[src/rtl/dataram_master.sv]
// ============================================================================
// Module      : dataram_master
// Description : Sequencer that converts core byte/bit requests into single-
//               cycle accesses on an internal data RAM port. Bit operations
//               map into the bit-addressable area starting at BIT_BASE.
//               Read-modify-write operations (SETB/CLRB/CPLB/XCHB) are
//               compiled in only when DATARAM_MASTER_RMW_EN is defined;
//               otherwise they complete immediately with err.
// Ports       : clk, rst_n              clock, async active-low reset
//               req, op, addr           core request / opcode / address
//               wdata, wbit             write byte / write bit
//               ack, err, busy, rdata   completion pulse, reject flag,
//                                       busy status, result byte
//               ram_cs_n, ram_rw,       RAM strobe, direction (1 = read),
//               ram_bb                  byte(1)/bit(0) access select
//               ram_addr, ram_pos       RAM byte address, one-hot bit pos
//               ram_din, ram_bin        RAM write byte / write bit
//               ram_dout, ram_bout      RAM read byte / read bit
// Macro       : DATARAM_MASTER_RMW_EN   enables ops 100-111
// Revision    : 1.0 - initial release
// ============================================================================
`default_nettype none

module dataram_master #(
    parameter logic [7:0] BIT_BASE = 8'h20
) (
    input  logic       clk,
    input  logic       rst_n,
    input  logic       req,
    input  logic [2:0] op,
    input  logic [7:0] addr,
    input  logic [7:0] wdata,
    input  logic       wbit,
    output logic       ack,
    output logic       err,
    output logic       busy,
    output logic [7:0] rdata,
    output logic       ram_cs_n,
    output logic       ram_rw,
    output logic       ram_bb,
    output logic [7:0] ram_addr,
    output logic [7:0] ram_pos,
    output logic [7:0] ram_din,
    output logic       ram_bin,
    input  logic [7:0] ram_dout,
    input  logic       ram_bout
);

    localparam logic [2:0] c_OP_RDB   = 3'b000;
    localparam logic [2:0] c_OP_WRB   = 3'b001;
    localparam logic [2:0] c_OP_RDBIT = 3'b010;
    localparam logic [2:0] c_OP_WRBIT = 3'b011;
    localparam logic [2:0] c_OP_SETB  = 3'b100;
    localparam logic [2:0] c_OP_CLRB  = 3'b101;
    localparam logic [2:0] c_OP_CPLB  = 3'b110;
    localparam logic [2:0] c_OP_XCHB  = 3'b111;

    typedef enum logic [1:0] {
        S_IDLE = 2'd0,
        S_RD   = 2'd1,
        S_WR   = 2'd2,
        S_DONE = 2'd3
    } state_t;

    state_t     state_q;
    logic [2:0] op_q;
    logic       ack_q;
    logic       err_q;
    logic       busy_q;
    logic [7:0] rdata_q;
    logic       cs_n_q;
    logic       rw_q;
    logic       bb_q;
    logic [7:0] addr_q;
    logic [7:0] pos_q;
    logic [7:0] din_q;
    logic       bin_q;
`ifdef DATARAM_MASTER_RMW_EN
    logic [7:0] wdata_q;  // held for the XCHB write phase
    logic [7:0] old_q;    // value read in RD, returned at ack of an RMW op
`endif

    // Request decode, only meaningful in IDLE
    logic       w_bit_op;
    logic       w_is_wr;
    logic       w_reject;
    logic [7:0] w_bit_addr;
    logic [7:0] w_bit_pos;

    assign w_bit_op = (op == c_OP_RDBIT) || (op == c_OP_WRBIT) ||
                      (op == c_OP_SETB)  || (op == c_OP_CLRB)  ||
                      (op == c_OP_CPLB);
    assign w_is_wr  = (op == c_OP_WRB) || (op == c_OP_WRBIT);
`ifdef DATARAM_MASTER_RMW_EN
    assign w_reject = addr[7];
`else
    // Without RMW support ops 1xx are rejected alongside SFR-space accesses
    assign w_reject = addr[7] | op[2];
`endif
    assign w_bit_addr = BIT_BASE + {4'b0000, addr[6:3]};
    assign w_bit_pos  = 8'b0000_0001 << addr[2:0];

    always_ff @(posedge clk or negedge rst_n) begin
        if (!rst_n) begin
            state_q <= S_IDLE;
            op_q    <= c_OP_RDB;
            ack_q   <= 1'b0;
            err_q   <= 1'b0;
            busy_q  <= 1'b0;
            rdata_q <= 8'h00;
            cs_n_q  <= 1'b1;
            rw_q    <= 1'b1;
            bb_q    <= 1'b1;
            addr_q  <= 8'h00;
            pos_q   <= 8'h00;
            din_q   <= 8'h00;
            bin_q   <= 1'b0;
`ifdef DATARAM_MASTER_RMW_EN
            wdata_q <= 8'h00;
            old_q   <= 8'h00;
`endif
        end else begin
            case (state_q)
                S_IDLE: begin
                    ack_q <= 1'b0;
                    err_q <= 1'b0;
                    if (req) begin
                        op_q   <= op;
                        busy_q <= 1'b1;
`ifdef DATARAM_MASTER_RMW_EN
                        wdata_q <= wdata;
`endif
                        if (w_reject) begin
                            // Completed on the accepting edge: ack/err are
                            // visible for the single DONE cycle
                            ack_q   <= 1'b1;
                            err_q   <= 1'b1;
                            rdata_q <= 8'h00;
                            state_q <= S_DONE;
                        end else begin
                            cs_n_q <= 1'b0;
                            bb_q   <= ~w_bit_op;
                            addr_q <= w_bit_op ? w_bit_addr : addr;
                            pos_q  <= w_bit_op ? w_bit_pos : 8'h00;
                            if (w_is_wr) begin
                                rw_q <= 1'b0;
                                if (w_bit_op) begin
                                    bin_q <= wbit;
                                end else begin
                                    din_q <= wdata;
                                end
                                state_q <= S_WR;
                            end else begin
                                rw_q    <= 1'b1;
                                state_q <= S_RD;
                            end
                        end
                    end
                end

                S_RD: begin
                    if (op_q == c_OP_RDB || op_q == c_OP_RDBIT) begin
                        cs_n_q  <= 1'b1;
                        ack_q   <= 1'b1;
                        rdata_q <= (op_q == c_OP_RDB) ? ram_dout
                                                      : {7'b0, ram_bout};
                        state_q <= S_DONE;
                    end else begin
`ifdef DATARAM_MASTER_RMW_EN
                        // Turn the read straight into the write cycle
                        rw_q <= 1'b0;
                        if (op_q == c_OP_XCHB) begin
                            old_q <= ram_dout;
                            din_q <= wdata_q;
                        end else begin
                            old_q <= {7'b0, ram_bout};
                            case (op_q)
                                c_OP_SETB: bin_q <= 1'b1;
                                c_OP_CLRB: bin_q <= 1'b0;
                                default:   bin_q <= ~ram_bout;
                            endcase
                        end
                        state_q <= S_WR;
`else
                        // Unreachable: 1xx ops never leave IDLE here
                        cs_n_q  <= 1'b1;
                        ack_q   <= 1'b1;
                        rdata_q <= 8'h00;
                        state_q <= S_DONE;
`endif
                    end
                end

                S_WR: begin
                    cs_n_q <= 1'b1;
                    rw_q   <= 1'b1;
                    ack_q  <= 1'b1;
`ifdef DATARAM_MASTER_RMW_EN
                    rdata_q <= (op_q == c_OP_WRB || op_q == c_OP_WRBIT)
                               ? 8'h00 : old_q;
`else
                    rdata_q <= 8'h00;
`endif
                    state_q <= S_DONE;
                end

                S_DONE: begin
                    ack_q   <= 1'b0;
                    err_q   <= 1'b0;
                    busy_q  <= 1'b0;
                    state_q <= S_IDLE;
                end

                default: begin
                    cs_n_q  <= 1'b1;
                    state_q <= S_IDLE;
                end
            endcase
        end
    end

    assign ack      = ack_q;
    assign err      = err_q;
    assign busy     = busy_q;
    assign rdata    = rdata_q;
    assign ram_cs_n = cs_n_q;
    assign ram_rw   = rw_q;
    assign ram_bb   = bb_q;
    assign ram_addr = addr_q;
    assign ram_pos  = pos_q;
    assign ram_din  = din_q;
    assign ram_bin  = bin_q;

endmodule

`default_nettype wire

[config.mk]
export PLATFORM = sky130hd
export DESIGN_NAME = dataram_master
export DESIGN_NICKNAME = d
export VERILOG_FILES = /design/src/rtl/dataram_master.sv
export SDC_FILE = /design/constraint.sdc
export NUM_CORES = 1
export LEC_CHECK = 0
export BUFFER_PORTS_ARGS = -buffer_cell sky130_fd_sc_hd__buf_2
export CAP_MARGIN = 20
export CORE_ASPECT_RATIO = 0.8
export CORE_MARGIN = 3
export CORE_UTILIZATION = 53
export CTS_BUF_LIST = sky130_fd_sc_hd__clkbuf_16
export DETAILED_ROUTE_END_ITERATION = 12
export GPL_TIMING_DRIVEN = 1
export HOLD_SLACK_MARGIN = 0.15
export PLACE_DENSITY = 0.84
export SLEW_MARGIN = 20
export SYNTH_ARGS = -nofsm -noshare
export SYNTH_HDL_FRONTEND = slang
export SYNTH_SLANG_ARGS = --single-unit
[constraint.sdc]
create_clock -name clk -period 4.25 [get_ports clk]
set_input_delay 0.85 -clock clk [delete_from_list [all_inputs] [get_ports clk]]
set_output_delay 0.85 -clock clk [all_outputs]
set_load 0.02 [all_outputs]
# == Word level (Yosys, flattened, before mapping) ==
# Index checks and enable logic that the tools add are counted.
# classes
addsub,1
n_eq_ne,13
shifts,1
muxes,24
n_bitwise,3
n_reduce_logical,21
# ops
cell,n
$mux 8,6
$pmux 8 s3,1
$reduce_and 3->1,4
$reduce_and 5->1,2
$eq 3x2->1 const B,3
$eq 3x3->1 const B,3
$mux 1,8
$pmux 1 s2,4
$shl 1x3->8 const A,1
$add 6x4->7 const A,1
$logic_or 1x1->1,6
$mux 2,3
$ne 2x2->1 const B,3
$pmux 2 s3,1
$reduce_bool 2->1,3
$eq 2x2->1 const B,2
$reduce_and 2->1,2
$eq 3x1->1 const B,1
$logic_not 3->1,1
$pmux 1 s3,1
$reduce_bool 3->1,1
$eq 2x1->1 const B,1
$logic_not 2->1,1
$not 1->1,2
other kinds (2),2
# word_totals
regBits,44
output_inout_bits,39

# == Logic depth before layout (Yosys ltp) ==
# logic_depth
depth_word,7
depth_mapped,7
depth_no_buf,5

# == Least setup slack after synthesis ==
# No wires, ideal clock.
# synth_path
path_kind,in2reg
start,input port op[1]
end,"register din_q[0], in the netlist ram_din[0]"
setup_time_ps,125
t_arrival_ps,2012
t_required_ps,4125
setup_slack_ps,2113
stages,4
path_cell_list,or2_4 > or4_4 > buf_6 > mux2_4
# synth_between
elab_chain_len,7
elab_cells_between_ends,13
cone_classes,eq/ne: 6; bitwise: 1; reduce/logical: 6
# synth_rtl
item,line,source
start: declaration,30,"input logic [2:0] op,"
"$eq 3x2->1, on equally long branches","90, 93",
$logic_or 1x1->1 (2 in a row),90,assign w_bit_op = (op == c_OP_RDBIT) || (op == c_OP_WRBIT) ||
$logic_or 1x1->1 (2 in a row),91,(op == c_OP_SETB) || (op == c_OP_CLRB) ||
$not 1->1 (no line),-,
$reduce_and 5->1 (no line) *,-,
end signal: assignment,150,din_q <= wdata;
end: declaration,76,logic [7:0] din_q;
# Mark *: on every way between the ends. The rest lies on a longest branch, timed or not.
# A chain may end at the register's enable or synchronous reset.

# == Worst setup path in the final report ==
# layout_path
start,register state_q[1]
end,"register pos_q[1], in the netlist ram_pos[1]"
# layout_between
elab_chain_len,2
# layout_rtl
item,line,source
start: declaration,65,state_t state_q;
start signal: assignment,105,state_q <= S_IDLE;
start signal: assignment,139,state_q <= S_DONE;
start signal: assignment,152,state_q <= S_WR;
$logic_not 2->1,123,case (state_q)
$reduce_and 3->1 (no line),-,
end signal: assignment,144,pos_q <= w_bit_op ? w_bit_pos : 8'h00;
end: declaration,75,logic [7:0] pos_q;
# Every way passes these cells.

==> results.yml <==
synthesis:
  yosys_warnings: 0
  yosysSeqAreaShare_pct: 55.2
  synth_edf_count: 0
  synthArstFlopShare_pct: 100
  syn_area_per_cell_um2: 11.5
  synth_top_area_share_pct: 51.3
  synth_area_leaders: "dfrtp_1, mux2_4, mux2i_1, dfstp_2, nand2_1"
  synth_top_cell_by_area: "dfrtp_1"
  synth_cell_types: 35
  synth_nets: 211
  synthFlopType: "dfrtp_1"
  syn_area_um2: 2000
  ys_seq_elements: 44
  netlist_instances: 174
floorplan:
  pin_count: 71
  core.rowCount: 19
  die_w_um: 74.7
  dieArea_um2: 4550
  core_um2: 3520
  die_h_um: 61.0
  start_util_pct: 56.9
setup_path:
  critical_path_required_ps: 4470
  cp_top_family: "simple AND/OR/NAND/NOR gates"
  crit_chain: "inv_1, ha_1, nand4bb_1, nor3_1, a32o_1"
  max_stage_delay_ps: 780
  setup.worst_path.end_class: "flop"
  critical_path.startpoint: "state_q[1]"
  reg2regPathDepth: 5
  crit_end: "ram_pos[1]"
  crit_slowest_cell: "nand4bb_1"
  path_depth: 5
  r2r_start: "state_q[1]"
  critPathBufInv: 1
  worst-r2r-setup-slack_ps: 1750
  r2r_end: "ram_pos[1]"
  arrival_ps: 2720
  worstPathMaxFanout: 23
  critPathLaunchType: "flop"
  crit_type: "reg2reg"
outcome:
  status: "finished, final reports clean"
routing:
  vias: 1570
  routed_via_density: 5.45
  drc: 0
  wl_um: 4440
  drtIter0Drc: 89
  dr.pass1.iters: 4
  route.antenna.remaining_nets: 0
  wl_per_cell_um: 15.4
clock_network:
  path_clk_slew_ps: 60
  cts.repair.resized: 0
  cts_hold_buf: 0
  clockRootBuffer: "clkbuf_16"
  cts_tree: "done"
  htree_levels: 2
  numCtsBuffers: 5
  numClockSinks: 44
  clock_path_buffers: 2
  postCtsSetupBuffers: 0
  insertion_delay_ps: 280
timing:
  layout_min_cycle_time_ps: 2500
  hold_ws_ps: 473
  tightestPinTransition_ps: 1040
  slew_headroom_pct: 29.5
  fmax_mhz: 400
  min_period_over_period_pct: 58.9
  grt_setup_unrepaired: "no"
  clock_skew_ps: 5.15
  setup_viol: 0
  maxSlewViolCount: 0
  final.setup.tns_ps: 0
  fin_ws_ps: 1750
  hold_viol_final: 0
power_and_ir_drop:
  power_mw: 1.78
  power.density_nw_per_um2: 701
  p_leak_nw: 1.35
  peakVddDrop_v: 0.000403
global_routing:
  grt_usage_pct: 21.0
  grt_pass1_wl_um: 7090
  grt-ovfl-total: 0
  grt_pass1_vias: 1520
  antenna_found_initial: 0
  grt_max_degree: 45
place:
  place.gp.congestion: 0.771
  numPortBuffers: 70
  hpwl_um: 3240
  placed_cells: 280
  dpl-instance-area_um2: 2370
  post-place-ws_ps: 1720
layout:
  antenna_cells: 0
  regArea_um2: 1100
  fill_cells: 253
  finalNonFillerCells: 288
  layout_common_cells: "buf_2, dfrtp_1, nand2_1, inv_1, nor2_1"
  stdcell_area_um2: 2540
  multi_input_area_um2: 812
  drive_gt1_share_pct: 40.7
  final_core_util_pct: 72.2
  final_common_cell: "buf_2"
  fin_nets: 282
  area_delta_synth_final_pct: 27.0
hold_path:
  worstHoldPathCells: 2
  min_path_type: "reg2reg"
run:
  drv_cap: 0
==> cells in the mapped netlist (5+ instances only) <==
cell type	number
o21ai_0	7
ha_1	5
mux2_4	8
inv_1	14
dfrtp_1	41
nand2_1	20
a21oi_1	8
mux2_2	6
nor2_1	10
mux2i_1	8
==> sequential cells by signal (all words and copies together) (netlist names), 2 cells and up <==
signal and cells:
state_q 2, ram_pos 8, ram_addr 8, ram_din 8
op_q 3, rdata 8
==> worst min path at each step <==
stage	start	to	slack, ps
6_report	ram_pos[7]	ram_pos[7]	470
5_1_grt	ram_pos[7]	ram_pos[7]	490
4_1_cts	ram_pos[7]	ram_pos[7]	480
3_5_place_dp	ram_pos[7]	ram_pos[7]	470
3_3_place_gp	ram_addr[4]	ram_addr[4]	460
2_1_floorplan	op_q[0]	op_q[0]	470
==> layout make-up <==
type                       instances  share of cell area [%]
clock buffer                       5                    4.93
clock inverter                     3                    1.67
inverter                          14                    2.07
multi-input combinational        110                    32.0
sequential                        44                    43.5
tap                               42                    2.07
timing repair buffer              70                    13.8
==> layer usage <==
metal	up-vias	global-route usage, %	share of wire [%]
met5	-	0	0
met4	0	9.39	1.9
met3	8	5.13	5.3
met2	52	32.0	48
met1	758	28.8	45
li1	752	-	-
==> kinds of logic (layout without fill, tap and decap cells) <==
kind of cell | count (synthesis) | count (layout) | synth area share, %
adders and majority gates | 5 | 5 | 3.13
DFF | 44 | 44 | 55.2
muxes | 23 | 23 | 14.1
buffers and inverters | 20 | 92 | 4.19
AOI/OAI and AO/OA | 34 | 34 | 11.3
and+or+nand+nor | 48 | 48 | 12.1
==> worst register-to-register path, stage by stage, from the launching register on <==
cell and delay (ps):
dfrtp_1 420, inv_1 110, ha_1 350, nand4bb_1 780, nor3_1 550, a32o_1 220
==> report_power, final <==
group | switching (mW) | leakage, nW | internal (mW)
combinational | 0.400 | 0.693 | 0.298
clock | 0.151 | 0.0814 | 0.276
sequential | 0.0855 | 0.571 | 0.571
Power figures use the tool's default switching activity.
